File: config.mk
export PLATFORM = sky130hd
export DESIGN_NAME = hazard_control_unit
export DESIGN_NICKNAME = d
export VERILOG_FILES = /design/src/rtl/hazard_pkg.sv /design/src/rtl/muldiv_stall_fsm.sv /design/src/rtl/hazard_control_unit.sv
export SDC_FILE = /design/constraint.sdc
export NUM_CORES = 1
export LEC_CHECK = 0
export CORE_MARGIN = 2
export CORE_UTILIZATION = 40
export DETAILED_ROUTE_END_ITERATION = 8
export GPL_ROUTABILITY_DRIVEN = 1
export PLACE_DENSITY_LB_ADDON = 0.12
export REMOVE_ABC_BUFFERS = 1
export SLEW_MARGIN = 15
export SYNTH_ARGS = -nofsm -noshare
export SYNTH_HDL_FRONTEND = slang
export SYNTH_HIERARCHICAL = 1
export SYNTH_SLANG_ARGS = --single-unit
File: constraint.sdc
create_clock -name clk -period 4.3 [get_ports clk]
set_clock_uncertainty 0.05 [all_clocks]
set_input_delay 0.645 -clock clk [delete_from_list [all_inputs] [get_ports clk]]
set_output_delay 0.645 -clock clk [all_outputs]
set_load 0.01 [all_outputs]
File: src/rtl/hazard_pkg.sv
// Shared types and helpers for the pipeline hazard sequencer.
package hazard_pkg;

    typedef enum logic {
        IDLE = 1'b0,
        BUSY = 1'b1
    } md_state_t;

    localparam logic [4:0] REG_ZERO = 5'd0;

    // A source only creates a dependency when it is actually read and is not x0.
    function automatic logic src_match(input logic used, input logic [4:0] rs, input logic [4:0] rd);
        return used && (rs != REG_ZERO) && (rs == rd);
    endfunction

endpackage

File: src/rtl/muldiv_stall_fsm.sv
// Purpose: tracks a multi-cycle MUL/DIV occupying EX and raises md_hz until its release cycle.
// Latency: md_hz/muldiv_done are combinational from state and start; occupancy is MULDIV_CYCLES cycles.
// Backpressure: start is ignored while BUSY; the pipeline is held via md_hz.
module muldiv_stall_fsm
    import hazard_pkg::*;
#(
    parameter int MULDIV_CYCLES = 8
) (
    input  logic clk,
    input  logic rst,
    input  logic EX_muldiv_start,
    output logic md_hz,
    output logic muldiv_done
);

    localparam logic [7:0] CNT_LOAD = 8'(MULDIV_CYCLES - 2);

    md_state_t  state;
    logic [7:0] cnt;

    always_ff @(posedge clk) begin
        if (rst) begin
            state <= IDLE;
            cnt   <= 8'd0;
        end else begin
            case (state)
                IDLE: begin
                    if (EX_muldiv_start) begin
                        state <= BUSY;
                        cnt   <= CNT_LOAD;
                    end
                end
                BUSY: begin
                    if (cnt == 8'd0) begin
                        state <= IDLE;
                    end else begin
                        cnt <= cnt - 8'd1;
                    end
                end
                default: begin
                    state <= IDLE;
                    cnt   <= 8'd0;
                end
            endcase
        end
    end

    // The start cycle itself already stalls; the final BUSY cycle is the release.
    assign md_hz       = ((state == IDLE) && EX_muldiv_start) || ((state == BUSY) && (cnt != 8'd0));
    assign muldiv_done = (state == BUSY) && (cnt == 8'd0);

endmodule

File: src/rtl/hazard_control_unit.sv
// Purpose: IF/ID stall, ID/EX bubble and IF/ID flush control for the 5-stage core; MUL/DIV tracking under HAZARD_MULDIV_EN.
// Latency: all hazard outputs are combinational from current inputs and FSM state; stall_count updates next edge.
// Backpressure: upstream is held via stall_IF/stall_ID, EX via stall_EX; no flow-control handshake.
module hazard_control_unit
    import hazard_pkg::*;
#(
    parameter int MULDIV_CYCLES = 8,
    parameter int CNT_W         = 32
) (
    input  logic             clk,
    input  logic             rst,
    input  logic [4:0]       ID_Rs1,
    input  logic [4:0]       ID_Rs2,
    input  logic             ID_uses_rs1,
    input  logic             ID_uses_rs2,
    input  logic             ID_is_branch,
    input  logic             ID_is_store,
    input  logic             ID_branch_taken,
    input  logic             EX_RegWrite,
    input  logic             EX_MemRead,
    input  logic [4:0]       EX_Rd,
    input  logic             MEM_MemRead,
    input  logic [4:0]       MEM_Rd,
    input  logic             EX_muldiv_start,
    output logic             stall_IF,
    output logic             stall_ID,
    output logic             bubble_EX,
    output logic             stall_EX,
    output logic             bubble_MEM,
    output logic             flush_ID,
    output logic             muldiv_done,
    output logic [CNT_W-1:0] stall_count
);

    logic ex_m1, ex_m2, mem_m1, mem_m2;
    logic ld_hz, br_hz, md_hz, any_stall;

    assign ex_m1  = src_match(ID_uses_rs1, ID_Rs1, EX_Rd);
    assign ex_m2  = src_match(ID_uses_rs2, ID_Rs2, EX_Rd);
    assign mem_m1 = src_match(ID_uses_rs1, ID_Rs1, MEM_Rd);
    assign mem_m2 = src_match(ID_uses_rs2, ID_Rs2, MEM_Rd);

    // Store data (rs2) reaches memory through the MEM forwarding path, so it never load-use stalls.
    assign ld_hz = EX_MemRead && (ex_m1 || (ex_m2 && !ID_is_store));
    assign br_hz = ID_is_branch &&
                   ((EX_RegWrite && (ex_m1 || ex_m2)) || (MEM_MemRead && (mem_m1 || mem_m2)));

`ifdef HAZARD_MULDIV_EN
    muldiv_stall_fsm #(
        .MULDIV_CYCLES (MULDIV_CYCLES)
    ) u_muldiv_stall_fsm (
        .clk             (clk),
        .rst             (rst),
        .EX_muldiv_start (EX_muldiv_start),
        .md_hz           (md_hz),
        .muldiv_done     (muldiv_done)
    );
`else
    logic unused_muldiv_start;
    assign unused_muldiv_start = EX_muldiv_start;
    assign md_hz       = 1'b0;
    assign muldiv_done = 1'b0;
`endif

    assign any_stall  = ld_hz || br_hz || md_hz;
    assign stall_IF   = any_stall;
    assign stall_ID   = any_stall;
    // While EX is held the ID/EX register must keep its MUL/DIV, so no bubble is loaded.
    assign bubble_EX  = (ld_hz || br_hz) && !md_hz;
    assign stall_EX   = md_hz;
    assign bubble_MEM = md_hz;
    assign flush_ID   = ID_branch_taken && !any_stall;

    always_ff @(posedge clk) begin
        if (rst) begin
            stall_count <= '0;
        end else if (any_stall && (stall_count != {CNT_W{1'b1}})) begin
            stall_count <= stall_count + CNT_W'(1);
        end
    end

endmodule

======== Word level (Yosys, flattened, before mapping) ========
Index checks and enable logic that the tools add are counted.
word-level totals
  latch bits .............................. 0
  bits in registers ....................... 32
  memory bits (writable) .................. 0
  memories ................................ 0
  memory bits (read-only) ................. 0
operators by class
  shift operators ......................... 0
  div/mod/pow operators ................... 0
  add/subtract/negate cells ............... 1
  $mul .................................... 0
  equal/unequal tests ..................... 5
  magnitude comparators ................... 0
  mux-type cells .......................... 0
  reduce and logical (&&, ||, !) cells .... 22
  bitwise operators ....................... 0
operators with widths
  operator                 number
  $add A32 B1 Y32 const B  1
  $ne A32 B32 Y1 const B   1
  $eq A5 B5 Y1             4
  $logic_and A1 B1 Y1      13
  $reduce_bool A5 Y1       2
  $logic_or A1 B1 Y1       5
  $logic_not A1 Y1         2

======== Longest topological paths before layout ========
  word-level depth ........................ 10
  gate-level depth with buffers ........... 11

======== Worst setup path before layout ========
No wires, ideal clock.
  path kind ............................... in2out
  start point ............................. in ID_Rs1[1]
  end point ............................... out flush_ID
  data required time ...................... 3.605 ns
  path buffers ............................ 2
  data arrival time ....................... 2.329 ns
  path slack .............................. 1.276 ns
  stages on the path ...................... 8
  cell sequence ........................... or4_1 -> o21ai_2 -> nor4_4 -> a221oi_2 -> o21a_4 -> buf_4 -> buf_6 -> and2_1
on the way
  longest elaborated chain between the ends .. 10
  elaborated cells between the ends (all ways) .. 17
RTL lines
  element                           RTL line                   source
  from (decl)                       hazard_control_unit.sv:12  input logic [4:0] ID_Rs1,
  $reduce_bool A5 Y1                hazard_pkg.sv:13           return used && (rs != REG_ZERO) && (rs == rd);
  $logic_and A1 B1 Y1 (2 in a row)  hazard_pkg.sv:13
  $logic_or A1 B1 Y1                hazard_control_unit.sv:46  ((EX_RegWrite && (ex_m1 || ex_m2)) || (MEM_MemRead && (mem_m1 || mem_m2)));
  $logic_and A1 B1 Y1               hazard_control_unit.sv:46
  $logic_or A1 B1 Y1                hazard_control_unit.sv:46
  $logic_and A1 B1 Y1               hazard_control_unit.sv:45  assign br_hz = ID_is_branch &&
  $logic_or A1 B1 Y1 *              hazard_control_unit.sv:65  assign any_stall = ld_hz || br_hz || md_hz;
  $logic_not A1 Y1 *                hazard_control_unit.sv:72  assign flush_ID = ID_branch_taken && !any_stall;
  $logic_and A1 B1 Y1 *             hazard_control_unit.sv:72
  to (decl)                         hazard_control_unit.sv:30  output logic flush_ID,
Every way passes the cells marked *; elsewhere a longest branch is shown, timed or not.

======== Worst setup path in the final report ========
Ends and elaborated chain as after synthesis.

==> summary.txt <==
Run status
  – Outcome: completed

Placed design
  – Port bufs: 65
  – Final HPWL DP: 3630 microns
  – Final Wtd Congestion: 0.794

Detailed routing
  – Iteration-0 DRC Markers: 38
  – Via-to-Cell Ratio: between 4 and 5
  – WL per Instance: 12.8 microns
  – Routed WL: slightly below 5000 microns
  – DRT antenna net count: 0
  – Drt first pass iters: 4
  – DRC: 0
  – Vias: 1844

Cells and area
  – Area Overhead vs Synth: 36.7%
  – Max reg flops: 32
  – Fillers: 523
  – Share of cells above drive strength 1: 0.0912
  – Biggest register: stall_count
  – Ant. Diodes: 0
  – Largest registers: stall_count: 32 flops
  – Nets: 338

Floorplan
  – Die ar.: 0.00580 sq mm
  – Die width: 76.2 microns
  – Starting Density: 0.411
  – Die Span Y: around 76 microns
  – Ports: 70
  – FP Rows: 26
  – Area of the core: between 0.005 and 0.006 sq mm

Logic synthesis
  – Post-synth design cell area: 0.00208 sq mm
  – Async SR Flop Fraction: 0
  – Top cells by area, synth: dfxtp_1 31%, xnor2_1 14%, nor2_1 6.7%
  – Avg Cell Area, Syn: 8.47 sq um
  – Synth Instances: 246
  – Post-synth top cells: 37 x nor2_1, 33 x xnor2_1, 32 x dfxtp_1
  – Register area share after synthesis: 0.308
  – Count leader, synth: nor2_1
  – Yosys warns: 6
  – Share of the synthesized area in the top cell type: 0.308
  – Post-synth EDFFs: 0
  – Synth area leader: dfxtp_1
  – FF+latch count, synth: 32
  – Yosys cell types: 42
  – Main flop type after synthesis: dfxtp_1

STA
  – Headroom to the max-slew limit: 0.308
  – Final Setup Violations: 0
  – Setup TNS: 0 ns
  – Final Slew Violations: 0
  – Hold Fails Final Rpt: 0
  – RSZ-0062 raised after global routing: false
  – Fmax: between 200 and 300 MHz
  – Crit share post-route: 0.888
  – Hold_ws: 0.451 ns
  – Least-Margin Pin Slew: slightly above 1 ns
  – Min Tclk post-route: 3.82 ns

Worst setup path
  – Crit path required time: 3.61 ns
  – FF-to-FF Start: stall_count[24]
  – CP delay by family, top: buffers and inverters
  – Setup CP Type: in2out
  – Slowest stage delay, CP: 0.56 ns
  – Arr. time, crit path: 3.12 ns
  – Worst path buffer plus inverter count: 2
  – Startpoint types: primary input
  – CP Capture Type: output port
  – Crit path top cell by count: clkdlybuf4s50_1
  – Critical path, cell by cell: clkdlybuf4s50_1 -> or4_1 -> o21ai_2 -> nor4_4 -> a221oi_2 -> o21a_4 -> and2_1 -> clkdlybuf4s50_1
  – CP Max Fanout: 8
  – RR Endpoint: stall_count[11]
  – Worst reg2reg path depth: 8
  – Register-to-register setup slack: 1.56 ns
  – Critical-path top delay cell: or4_1

CTS
  – H-tree lvl count: 2
  – TritonCTS Sinks: 32
  – Resize count post-CTS: 0
  – Clk Latency, worst-skew pair: approximately 0.28 ns
  – CTS Root Cell: clkbuf_8
  – CTS tree: built
  – Clock Tree Buf Depth: 2
  – Clock slew at reported path FFs: 0.07 ns
  – CTS Hold Bufs: 0
  – Setup Buffers After CTS: 0
  – TritonCTS Buffers: 5

GRT
  – Global route total overflow: 0
  – GR peak layer: met2
  – Met2 GRT Util: 0.278
  – First-pass GRT wire length: approximately 8400 microns
  – Largest net degree at the start of global routing: 30
  – Met1 Use GR: 0.230
  – Number of global-route vias before repair: approximately 1800
  – Initial antenna violation count: 0
  – Met3 usage: 0.0474
  – Total Routing Usage GR: 0.172

Power and ir drop
  – Worst VDD drop: 0.000162 V
  – Pwr/cell area: between 200 and 250 mW/mm^2
  – Leakage: 0.000908 uW

Hold path
  – Hold Path Depth: 2
  – Hold Path End: stall_count[29]
  – Hold Path Origin: stall_count[29]
  – Hold WC Path Type: reg2reg

Job
  – Max Cap Violations: 0
routing by layer:
metal / part of all wire / wire (microns)
met1: 0.50 / 2420
met4: 0.0077 / 37
met2: 0.43 / 2100
met5: 0 / 0
met3: 0.056 / 272
tightest hold or removal path, delay by kind of cell, from the launching register on:
family	cells	cell delay (ns)
flops	1	0.34
simple gates	1	0.06
compound gates	1	0.05
cell usage in the layout, fill, tap and decap left out, drive strengths merged, types with 2 or more instances in the layout:
| cell | netlist | routed |
|---|---|---|
| nor2 | 37 | 37 |
| conb | 1 | 3 |
| or2 | 3 | 3 |
| clkbuf | 5 | 6 |
| xnor2 | 33 | 33 |
| clkdlybuf4s50 | 0 | 65 |
| o21ai | 2 | 2 |
| and2 | 6 | 6 |
| buf | 11 | 2 |
| mux2 | 7 | 7 |
| a21oi | 3 | 3 |
| and3 | 8 | 8 |
| dfxtp | 32 | 32 |
| nand3 | 13 | 13 |
| nor4 | 13 | 13 |
| xor2 | 8 | 8 |
| nor2b | 7 | 7 |
| nor4b | 2 | 2 |
| nand4 | 13 | 13 |
| a31oi | 2 | 2 |
| or3 | 2 | 2 |
| nand2 | 16 | 16 |
| nor3 | 12 | 12 |
| inv | 3 | 3 |
| or4 | 2 | 2 |
where the power goes:
part,total [uW],switching [uW],internal (uW)
Sequential,297,0.455,297
Combinational,77.2,34.1,43.1
Clock,284,112,172
final cells by class:
| cell class | instances | area (sq um) | share of cell area |
|---|---|---|---|
| Clock buffer | 6 | 72.6 | 0.0255 |
| Tap cell | 70 | 87.6 | 0.0308 |
| Timing Repair Buffer | 67 | 666 | 0.234 |
| Sequential cell | 32 | 641 | 0.225 |
| Multi-Input combinational cell | 197 | 1330 | 0.467 |
| Clock inverter | 2 | 35.0 | 0.0123 |
| Inverter | 3 | 16.3 | 0.00571 |
stage by stage:
| stage | instance area (sq um) | utilization | cells | setup WS, ns | power, uW |
|---|---|---|---|---|---|
| 3_3_place_gp | 2740 | 0.540 | 369 | 0.497 | 381 |
| 3_5_place_dp | 2740 | 0.540 | 369 | 0.466 | 381 |
| 2_1_floorplan | 1990 | - | 232 | 1.42 | 334 |
| 6_report | 2850 | 0.561 | 377 | 0.481 | 659 |
| 4_1_cts | 2850 | 0.561 | 377 | 0.469 | 666 |
| 5_1_grt | 2850 | 0.561 | 377 | 0.379 | 684 |
kinds of logic (layout without fill, tap and decap cells):
group	Yosys count	count (layout)	synth area share
AOI/OAI and AO/OA	9	9	0.0342
xor gates and xnor gates	41	41	0.172
adders and majority gates	1	1	0.00601
buffers and inverters	19	78	0.0577
DFF	32	32	0.308
muxes	8	8	0.0444
other	1	3	0.00180
and+or+nand+nor	135	135	0.376
worst max-delay path by stage:
| stage | cells after the start | slack (ns) | to | start |
|---|---|---|---|---|
| floorplan | 6 | 1.42 | flush_ID | ID_Rs1[1] |
| global placement | 8 | 0.50 | flush_ID | ID_Rs1[1] |
| detailed placement | 8 | 0.47 | flush_ID | ID_Rs1[1] |
| CTS | 8 | 0.47 | flush_ID | ID_Rs1[1] |
| global route | 8 | 0.38 | flush_ID | ID_Rs1[1] |
| finish | 8 | 0.48 | flush_ID | ID_Rs1[1] |
No activity file was read; power rests on OpenSTA's default activity.
